### config.mk
export PLATFORM = sky130hd
export DESIGN_NAME = mux_nch_scan
export DESIGN_NICKNAME = d
export VERILOG_FILES = /design/src/rtl/mux_nch_scan.sv
export SDC_FILE = /design/constraint.sdc
export NUM_CORES = 1
export LEC_CHECK = 0
export CORE_ASPECT_RATIO = 0.6
export CORE_MARGIN = 2
export CORE_UTILIZATION = 25
export CTS_CLUSTER_SIZE = 24
export DETAILED_ROUTE_END_ITERATION = 10
export MAX_ROUTING_LAYER = met4
export PLACE_DENSITY = 0.66
export SLEW_MARGIN = 15
export SYNTH_ARGS = -nofsm -noshare
export SYNTH_HDL_FRONTEND = slang
export SYNTH_SLANG_ARGS = --single-unit
### constraint.sdc
create_clock -name clk -period 1.6 [get_ports clk]
set_input_delay 0.24 -clock clk [delete_from_list [all_inputs] [get_ports clk]]
set_output_delay 0.24 -clock clk [all_outputs]
set_load 0.02 [all_outputs]
### src/rtl/mux_nch_scan.sv
// Registered N-channel mux with manual select and dwell-timed auto-scan; 1-cycle latency.
// No backpressure: hold freezes all state and outputs; y/ch/sel_err/adv update together.
module mux_nch_scan #(
  parameter int WIDTH    = 4,
  parameter int CHANNELS = 4,
  parameter int SEL_W    = 2,
  parameter int DWELL    = 4
) (
  input  logic                      clk,
  input  logic                      reset,
  input  logic [CHANNELS*WIDTH-1:0] data_in,
  input  logic [SEL_W-1:0]          sel,
  input  logic                      mode,
  input  logic                      hold,
  output logic [WIDTH-1:0]          y,
  output logic [SEL_W-1:0]          ch,
  output logic                      sel_err,
  output logic                      adv
);

  localparam int CW = (DWELL > 1) ? $clog2(DWELL) : 1;
  localparam logic [CW-1:0]    CNT_MAX = CW'(DWELL - 1);
  localparam logic [SEL_W-1:0] LAST_CH = SEL_W'(CHANNELS - 1);
  localparam logic [SEL_W:0]   CH_NUM  = (SEL_W + 1)'(CHANNELS);

  localparam logic [0:0] MANUAL = 1'b0;
  localparam logic [0:0] SCAN   = 1'b1;

  logic [0:0]       state, state_nxt;
  logic [CW-1:0]    cnt, cnt_nxt;
  logic [SEL_W-1:0] ch_nxt;
  logic [WIDTH-1:0] y_nxt;
  logic             err_nxt, adv_nxt, sel_ok;

  assign sel_ok = ({1'b0, sel} < CH_NUM);

  always_comb begin
    state_nxt = state;
    cnt_nxt   = cnt;
    ch_nxt    = ch;
    err_nxt   = sel_err;
    adv_nxt   = 1'b0;
    y_nxt     = y;
    if (!hold) begin
      state_nxt = mode ? SCAN : MANUAL;
      err_nxt   = 1'b0;
      if (!mode) begin
        cnt_nxt = '0;
        if (sel_ok) ch_nxt = sel;
        else        err_nxt = 1'b1;
      end else if (state == MANUAL) begin
        // entry edge: scanning begins from the current channel with a fresh dwell
        cnt_nxt = '0;
      end else if (cnt == CNT_MAX) begin
        cnt_nxt = '0;
        ch_nxt  = (ch == LAST_CH) ? '0 : ch + SEL_W'(1);
        adv_nxt = 1'b1;
      end else begin
        cnt_nxt = cnt + CW'(1);
      end
      y_nxt = '0;
      if (!err_nxt) begin
        for (int k = 0; k < CHANNELS; k++) begin
          if (ch_nxt == SEL_W'(k)) y_nxt = data_in[k*WIDTH +: WIDTH];
        end
      end
    end
  end

  always_ff @(posedge clk or posedge reset) begin
    if (reset) begin
      state   <= MANUAL;
      cnt     <= '0;
      ch      <= '0;
      y       <= '0;
      sel_err <= 1'b0;
      adv     <= 1'b0;
    end else begin
      state   <= state_nxt;
      cnt     <= cnt_nxt;
      ch      <= ch_nxt;
      y       <= y_nxt;
      sel_err <= err_nxt;
      adv     <= adv_nxt;
    end
  end

endmodule

==> flow_metrics.tcl <==
set metrics [dict create \
    design.die.area_um2 3110 \
    postLayoutCellArea_um2 1210 \
    detail_route.iter0.violations 16 \
    most_common_flop_cell_mapped_by_yosys "dfrtp_1" \
    clk_latency_ps 240 \
    synth_async_sr_flop_share_pct 100 \
    post_dp_cell_area_um2 1080 \
    worstPathArrival_ps 1850 \
    vias 632 \
    fill_cells 239 \
    synth_simple_gate_area_share_pct 22.0 \
    mostFrequentLayoutCells "clkdlybuf4s50_1, buf_4, nand2_1, dfrtp_1" \
    tritoncts.num_buffers 3 \
    synth.distinct_cells 29 \
    synth.area.mux_share_pct 6.00 \
    commonest_non_fill_non_tap_cell_in_the_layout "clkdlybuf4s50_1" \
    maxClockFrequency_ghz 0.577 \
    ys_seq_area_share_pct 37.5 \
    tritoncts "yes" \
    fin_crit_sh_pct 108 \
    critical_path.startpoint_type "register" \
    total_global_route_track_usage_pct 13.8 \
    antenna_diode_count 0 \
    min-delay-path-class "input port to asynchronous set/reset pin" \
    seqCellArea_um2 253 \
    timing.critical_path.slowest_cell_delay_ps 420 \
    worstPathCellList "ha_4 > and3_4 > or3_4 > a221oi_2 > a211oi_2" \
    power.ir.vdd_worst_mv 0.513 \
    worst_r2r_path_depth 5 \
    post_cts_hold_buffer_count 0 \
    leakage_nw 0.506 \
    drt_pre_antenna_iters 4 \
    antenna_found_initial 0 \
    gate_count_after_technology_mapping 64 \
    post_synth_fa_ha_maj_area_fraction_pct 3.75 \
    final_critical_path_setup_slack_ps -132 \
    floorplan.die.width_um 70.7 \
    end_kind "register" \
    mappedNetlistNets 88 \
    finish.net_count 130 \
    setup-violations-final 4 \
    worst_path_max_delay_cell "dfrtp_2" \
    cts-root-to-sink-buffers 2 \
    number_of_maximum_capacitance_violations 0 \
    number_of_placed_instances_taps_included 131 \
    area_delta_synth_final_pct 81.4 \
    detail_route.wirelength_mm 1.93 \
    reg_to_reg_critical_path_startpoint "ch[1]" \
    die_h_um 44.0 \
    synth-warning-count 0 \
    rrSetupSlack_ps -130 \
    postSynthRegisterBits 10 \
    cp_data_required_time_ps 1720 \
    synth_enable_flop_cells 0 \
    first_pass_grt_wire_length_mm 3.04 \
    post_synthesis_cell_area_um2 667 \
    tritoncts_num_sinks 10 \
    core_area_um2 2520 \
    multi_input_area_um2 487 \
    regToRegEndpoint "y[1]" \
    num_io_pins 30 \
    ant_nets 0 \
    worstPathBufferInverterCount 0 \
    grt_pass1_vias 603 \
    clk_transition_reported_paths_ps 50 \
    final.min_clock_period_ps 1730 \
    cts_max_level 1 \
    synth_top_family_by_area "compound AO/OA/AOI/OAI gates" \
    post_synth_xor_area_fraction_pct 0 \
    timing.critical_path.max_delay_family "simple AND/OR/NAND/NOR gates" \
    floorplan.initialDensity_pct 26.4 \
    synth_compound_area_share_pct 26.3 \
    row_count 14 \
    grt_remaining_overflow 0 \
    drt-wirelength-per-cell_um 14.1 \
    run_status "complete, but fails checks" \
    maxSlewViolCount 0 \
    drt-vias-per-instance 4.61 \
    placement.setup.worst_slack_ps -272 \
    maximum_number_of_pins_on_one_net_before_global_route_repair 13 \
    dp.final_hpwl_mm 1.50 \
    crit_fanout 4 \
    violations "negative setup slack" \
    unrepaired_setup_endpoints_after_global_routing "yes" \
    layout.cells.non_filler 137 \
    final_layout_size_suffix_gt1_share_pct 38.1 \
    numPortBuffers 28 \
    routabilityCongestion 0.797 \
    post_synth.cell_area_avg_um2 10.4 \
    post-route-drc-count 0 \
    path_class "register to register" \
    worst_clk_skew_ps 0.406 \
    hold_viol 0 \
    cts_root_buffer "clkbuf_8" \
    powerDensity_nw_per_um2 807 \
]
-- through the flow --
step / util [%] / total power, mW / hold slack [ps] / setup TNS [ps]
after floorplan: - / 0.465 / 80.0 / -562
after global placement: 42.7 / 0.615 / 478 / -500
after detailed placement: 42.7 / 0.626 / 497 / -926
after CTS: 46.4 / 0.975 / 279 / -445
after global routing: 48.0 / 1.03 / 312 / -530
final: 48.0 / 0.977 / 272 / -405
-- area by class of cell --
class	count	area share [%]
Multi-Input combinational cell	49	40.2
Timing Repair Buffer	39	30.1
Sequential cell	10	20.9
Clock buffer	4	4.55
Tap cell	32	3.31
Inverter	3	0.931
-- cells in the mapped netlist (all sizes together) (2+ instances only) --
library cell	instances	area share (%)
a211oi	5	6.4
a221oi	4	5.3
nand2	9	5.1
o21ai	2	1.5
o31ai	2	3.8
inv	3	1.7
mux2i	4	6.0
nor2b	4	4.9
dfrtp	10	38
buf	2	2.3
ha	2	3.8
a21boi	2	2.8
and2	4	4.3
-- how the worst max path moves through the flow --
stage          startpoint   end  slack, ps  cells past startpoint
6_report            ch[1]  y[1]       -130                      5
3_3_place_gp        ch[1]  y[1]       -140                      5
3_5_place_dp         mode  y[2]       -270                      5
5_1_grt             ch[1]  y[1]       -160                      5
2_1_floorplan       ch[1]  y[1]       -140                      5
4_1_cts             ch[1]  y[2]       -140                      5
-- power by group --
part / switching, mW / internal (mW)
Clock: 0.107 / 0.217
Combinational: 0.152 / 0.187
Sequential: 0.0288 / 0.285
Total: 0.288 / 0.689
-- flip-flops by register name, summed over array words and instances, names as in the netlist --
signal  cells
cnt         2
adv         1
ch          2
y           4
state       1
-- worst register-to-register path, stage by stage, from the launching register on --
cell and delay, ps:
dfrtp_2 420, ha_4 240, and3_4 180, or3_4 420, a221oi_2 290, a211oi_2 60
-- metal layers --
| metal | vias up | wire length [um] | GRT usage (%) |
|---|---|---|---|
| li1 | 315 | - | - |
| met2 | 23 | 869 | 20.6 |
| met1 | 291 | 924 | 17.5 |
| met4 | 0 | 22 | 4.53 |
| met5 | - | 0 | - |
| met3 | 3 | 110 | 5.12 |
-- kinds of logic after synthesis --
logic type      count (synthesis)
compound gates                 19
fa+ha+maj                       2
buf+inv                         5
flops                          10
mux                             4
other cells                     1
simple gates                   23
-- repair_timing --
action,in CTS,in global routing
setup buffers,0,2
resized for setup,7,4
pin swaps,4,3
endpoints found under the setup margin,5,4
No activity file was read; power rests on OpenSTA's default activity.
